==> src/rtl/radix2_divider.sv <==
// Iterative radix-2 restoring divider: 32 steps per operation, valid/ready on both sides.
// Optional macro DIV_CANCEL_EN adds a div_cancel input that aborts the operation in flight.
module radix2_divider #(
  parameter int WIDTH = 32
) (
  input  logic             clk,
  input  logic             resetn,
  input  logic             in_valid,
  output logic             in_ready,
  input  logic             div_signed,
  input  logic [WIDTH-1:0] x,
  input  logic [WIDTH-1:0] y,
  output logic             out_valid,
  input  logic             out_ready,
`ifdef DIV_CANCEL_EN
  input  logic             div_cancel,
`endif
  output logic [WIDTH-1:0] s,
  output logic [WIDTH-1:0] r
);

  typedef enum logic [1:0] {S_IDLE = 2'd0, S_CALC = 2'd1, S_DONE = 2'd2} state_t;

  state_t           state_r, state_nx_s;
  logic [4:0]       cnt_r;
  logic [WIDTH:0]   rem_r;
  logic [WIDTH-1:0] quo_r, dvs_r, x_r, s_r, r_r;
  logic             q_neg_r, r_neg_r, in_ready_r, out_valid_r;
  logic             cancel_s, accept_s, neg_s, last_s, div0_s;
  logic [WIDTH+1:0] shifted_s, trial_s;
  logic [WIDTH:0]   rem_nx_s;
  logic [WIDTH-1:0] quo_nx_s, s_fin_s, r_fin_s;

  function automatic logic [WIDTH-1:0] mag(input logic [WIDTH-1:0] v, input logic sg);
    mag = (sg && v[WIDTH-1]) ? (~v + {{(WIDTH-1){1'b0}}, 1'b1}) : v;
  endfunction

  function automatic logic [WIDTH-1:0] neg_if(input logic [WIDTH-1:0] v, input logic n);
    neg_if = n ? (~v + {{(WIDTH-1){1'b0}}, 1'b1}) : v;
  endfunction

`ifdef DIV_CANCEL_EN
  assign cancel_s = div_cancel;
`else
  assign cancel_s = 1'b0;
`endif

  assign accept_s  = in_valid && in_ready_r && !cancel_s;
  assign last_s    = (cnt_r == 5'd31);
  assign div0_s    = (dvs_r == {WIDTH{1'b0}});
  assign in_ready  = in_ready_r;
  assign out_valid = out_valid_r;
  assign s         = s_r;
  assign r         = r_r;

  // Next-state decode; cancel overrides every state including an IDLE accept.
  always_comb begin
    state_nx_s = state_r;
    case (state_r)
      S_IDLE: begin
        if (accept_s) state_nx_s = S_CALC;
        else          state_nx_s = S_IDLE;
      end
      S_CALC: begin
        if (cancel_s)    state_nx_s = S_IDLE;
        else if (last_s) state_nx_s = S_DONE;
        else             state_nx_s = S_CALC;
      end
      S_DONE: begin
        if (cancel_s || out_ready) state_nx_s = S_IDLE;
        else                       state_nx_s = S_DONE;
      end
      default: state_nx_s = S_IDLE;
    endcase
  end

  // One restoring step plus the sign/divide-by-zero fix-up used on the final step.
  always_comb begin
    shifted_s = {rem_r, quo_r[WIDTH-1]};
    trial_s   = shifted_s - {2'b00, dvs_r};
    neg_s     = trial_s[WIDTH+1];
    rem_nx_s  = neg_s ? shifted_s[WIDTH:0] : trial_s[WIDTH:0];
    quo_nx_s  = {quo_r[WIDTH-2:0], ~neg_s};
    if (div0_s) begin
      s_fin_s = {WIDTH{1'b1}};
      r_fin_s = x_r;
    end else begin
      s_fin_s = neg_if(quo_nx_s, q_neg_r);
      r_fin_s = neg_if(rem_nx_s[WIDTH-1:0], r_neg_r);
    end
  end

  // State register and Moore handshake outputs.
  always_ff @(posedge clk or negedge resetn) begin
    if (!resetn) begin
      state_r     <= S_IDLE;
      in_ready_r  <= 1'b1;
      out_valid_r <= 1'b0;
    end else begin
      state_r     <= state_nx_s;
      in_ready_r  <= (state_nx_s == S_IDLE);
      out_valid_r <= (state_nx_s == S_DONE);
    end
  end

  // Operand capture, iteration registers and result registers.
  always_ff @(posedge clk or negedge resetn) begin
    if (!resetn) begin
      cnt_r   <= 5'd0;
      rem_r   <= {(WIDTH+1){1'b0}};
      quo_r   <= {WIDTH{1'b0}};
      dvs_r   <= {WIDTH{1'b0}};
      x_r     <= {WIDTH{1'b0}};
      q_neg_r <= 1'b0;
      r_neg_r <= 1'b0;
      s_r     <= {WIDTH{1'b0}};
      r_r     <= {WIDTH{1'b0}};
    end else if (accept_s) begin
      cnt_r   <= 5'd0;
      rem_r   <= {(WIDTH+1){1'b0}};
      quo_r   <= mag(x, div_signed);
      dvs_r   <= mag(y, div_signed);
      x_r     <= x;
      q_neg_r <= div_signed & (x[WIDTH-1] ^ y[WIDTH-1]);
      r_neg_r <= div_signed & x[WIDTH-1];
    end else if (state_r == S_CALC && !cancel_s) begin
      cnt_r <= cnt_r + 5'd1;
      rem_r <= rem_nx_s;
      quo_r <= quo_nx_s;
      if (last_s) begin
        s_r <= s_fin_s;
        r_r <= r_fin_s;
      end
    end
  end

endmodule

==> config.mk <==
export PLATFORM = sky130hd
export DESIGN_NAME = radix2_divider
export DESIGN_NICKNAME = d
export VERILOG_FILES = /design/src/rtl/radix2_divider.sv
export SDC_FILE = /design/constraint.sdc
export NUM_CORES = 1
export LEC_CHECK = 0
export CAP_MARGIN = 20
export CORE_MARGIN = 5
export CORE_UTILIZATION = 35
export CTS_CLUSTER_SIZE = 20
export DETAILED_ROUTE_END_ITERATION = 16
export PLACE_DENSITY = 0.61
export SYNTH_ARGS = -nofsm -noshare
export SYNTH_HDL_FRONTEND = slang
export SYNTH_SLANG_ARGS = --single-unit
==> constraint.sdc <==
create_clock -name clk -period 4.6 [get_ports clk]
set_input_delay 0.92 -clock clk [delete_from_list [all_inputs] [get_ports clk]]
set_output_delay 0.92 -clock clk [all_outputs]
set_load 0.02 [all_outputs]
==> metrics <==
critical path peak fanout=5; WL/cell=19.96 um; commonest cells after routing, fill and taps aside=311 x nand2_1, 203 x dfrtp_1, 202 x nor2_1; global route total overflow=0; Avg Inst Size Synth=7.965 um^2; Starting Density=35.53%; Net Count, Synth=1,836; YS warnings=0; max-slew violations=0; dpl hpwl=37,020 um; FF+latch area=0.005106 mm^2; footprint of the multi-input gates=0.008304 mm^2; crit start category=register; Antenna Cells=0; nets=2,018; crit-path cells=ha_4, inv_2, or3_4, or3_4, nor4_4, o211ai_1, o211a_4, inv_8, mux2i_4, ha_2, inv_2, nor4_4, buf_4, or3b_4, o41ai_4, a31oi_2, or4_1, nand3_1, o21ai_1; EDFF count, synth=0; dpl cells=2,394; DRC Markers=0; Slew Limit Headroom=31.56%; asr flop ratio synth=100.0%; worst slew pin tran=1.027 ns; critical setup path kind=register to register; Synth Instances=1,728; Arr. time, crit path=4.89 ns; area growth from synthesis to layout=26.83%; commonest non-fill, non-tap cell in the layout=nand2_1; final WL=48,860 um; via count of the first global-routing pass=13,057; Seq/Total Area, Yosys=37.10%; core area=0.03874 mm^2; final hold vios=0; Root Driver=clkbuf_16; proportion of layout cells with a drive suffix above 1=11.66%; post-route antenna net violation count=0; hold buffers post-CTS=0; cell row count=72; initial antenna violation count=1; Buffers on Ports=134; overall routing resource usage=21.47%; clk_lat worst skew=0.55 ns; fillers=3,862; maximum clock rate=0.2233 GHz; Final setup viols=0; Slowest-stage cell, CP=or4_1; Die Wd=208.3 um; CTS tree=yes; final clock skew=0.01368 ns; most common flop cell mapped by yosys=dfrtp_1; Distinct cells, synth=72; Sink Count=204; Tmin final=4.478 ns; maximum clock path buffer count=3; FF+latch count, synth=204; H-tree depth=1; mapped cell area=0.01376 mm^2; outcome=complete, no violations; fin crit share=97.34%; min-delay worst type=input port to async pin; worst hold margin=0.4801 ns; via count=13,510; vias per cell=5.519; drt first pass iters=5; Die Ht=208.3 um; global-route wire length before repair=75,580 um; Die Area=0.04339 mm^2; non-filler cells, final=2,448; total of max-cap violations=0; clock slew seen by the registers of the worst setup and hold paths=0.06 ns; gpl congestion=0.9334; initial drt markers=1,129; largest net degree at the start of global routing=108; I/O pin count=135; Worst Setup End Kind=register; max incr delay on CP=0.49 ns; WP data required=5.01 ns; cts bufs inserted=26; unrepaired setup endpoints after global routing=true
critical path, delay by kind of cell, from the launching register on:
family / cells / cell delay, ns
flip-flops: 1 / 0.41
AND/OR/NAND/NOR: 7 / 2.03
multiplexers: 1 / 0.23
buffers and inverters: 4 / 0.33
adder cells (fa/ha/maj): 2 / 0.51
AO/OA/AOI/OAI: 5 / 0.82
metrics by stage:
step                      setup slack [ns]   TNS [ns]  utilization [%]  area, um^2
after floorplan                  -0.004763  -0.004763                -       13920
after global placement            -0.05815   -0.05815            42.25       16370
after detailed placement          -0.07106    -0.1250            42.25       16370
after CTS                          0.01030          0            44.75       17340
after global routing              -0.08090    -0.1333            45.06       17460
final                               0.1223          0            45.06       17460
flip-flops by register name, indices dropped and copies added, names as in the netlist, 2 cells and up:
signal and count:
cnt_r 5, dvs_r 32, quo_r 32, r 32
rem_r 33, s 32, state_r 2, x_r 32
logic make-up after synthesis:
family / count (synthesis) / share of synthesized area (%)
mux: 44 / 3.527
fa+ha+maj: 39 / 3.600
buf+inv: 153 / 4.373
compound gates: 436 / 19.45
flops: 204 / 37.10
simple gates: 714 / 23.17
xor+xnor: 138 / 8.782
path summary, 6_finish.rpt:
check / startpoint / to / slack, ns / depth (start not counted)
setup / recovery: rem_r[30] / r[26] / 0.12 / 19
hold / removal: resetn / cnt_r[0] / 0.48 / 1
setup reg to reg: rem_r[30] / r[26] / 0.12 / 19
hold reg to reg: x_r[10] / x_r[10] / 0.48 / 2
max in group asynchronous: resetn / in_ready / 2.98 / 2
min in group clk: x_r[10] / x_r[10] / 0.48 / 2
synthesized netlist by cell type (38+ instances only):
| cell | count | share of area (%) |
|---|---|---|
| nand2_1 | 313 | 8.5 |
| nor2_1 | 205 | 5.6 |
| dfrtp_1 | 203 | 37 |
| a21oi_1 | 119 | 4.3 |
| o21ai_0 | 115 | 4.2 |
| clkbuf_1 | 80 | 2.2 |
| xnor2_1 | 75 | 4.8 |
| xor2_1 | 63 | 4.0 |
| inv_1 | 55 | 1.5 |
| a31oi_1 | 53 | 2.4 |
| a211oi_1 | 39 | 2.1 |
| ha_1 | 38 | 3.5 |
metal layers:
metal  track usage, %  vias up  share of wire (%)
li1                 -     6444                  -
met1            31.42     6536                 47
met2            33.21      456                 44
met3            3.464       72                6.5
met4            5.481        2                2.7
met5                0        -              0.023
cell type report:
type / instances / share of cell area, %
inverters: 56 / 1.247
flip-flops and latches: 204 / 29.25
clock inverters: 14 / 1.369
multi-input cells: 1371 / 47.57
clock buffers: 34 / 4.071
repair buffers: 251 / 12.77
well taps: 518 / 3.713
what timing repair did:
item,CTS,global route
setup endpoints to repair,5,11
pin swaps,1,8
buffers inserted,0,6
resized for setup,3,17
Power is not shown: default switching activity piles up to over one toggle a cycle in this logic, so the estimate is an artifact.
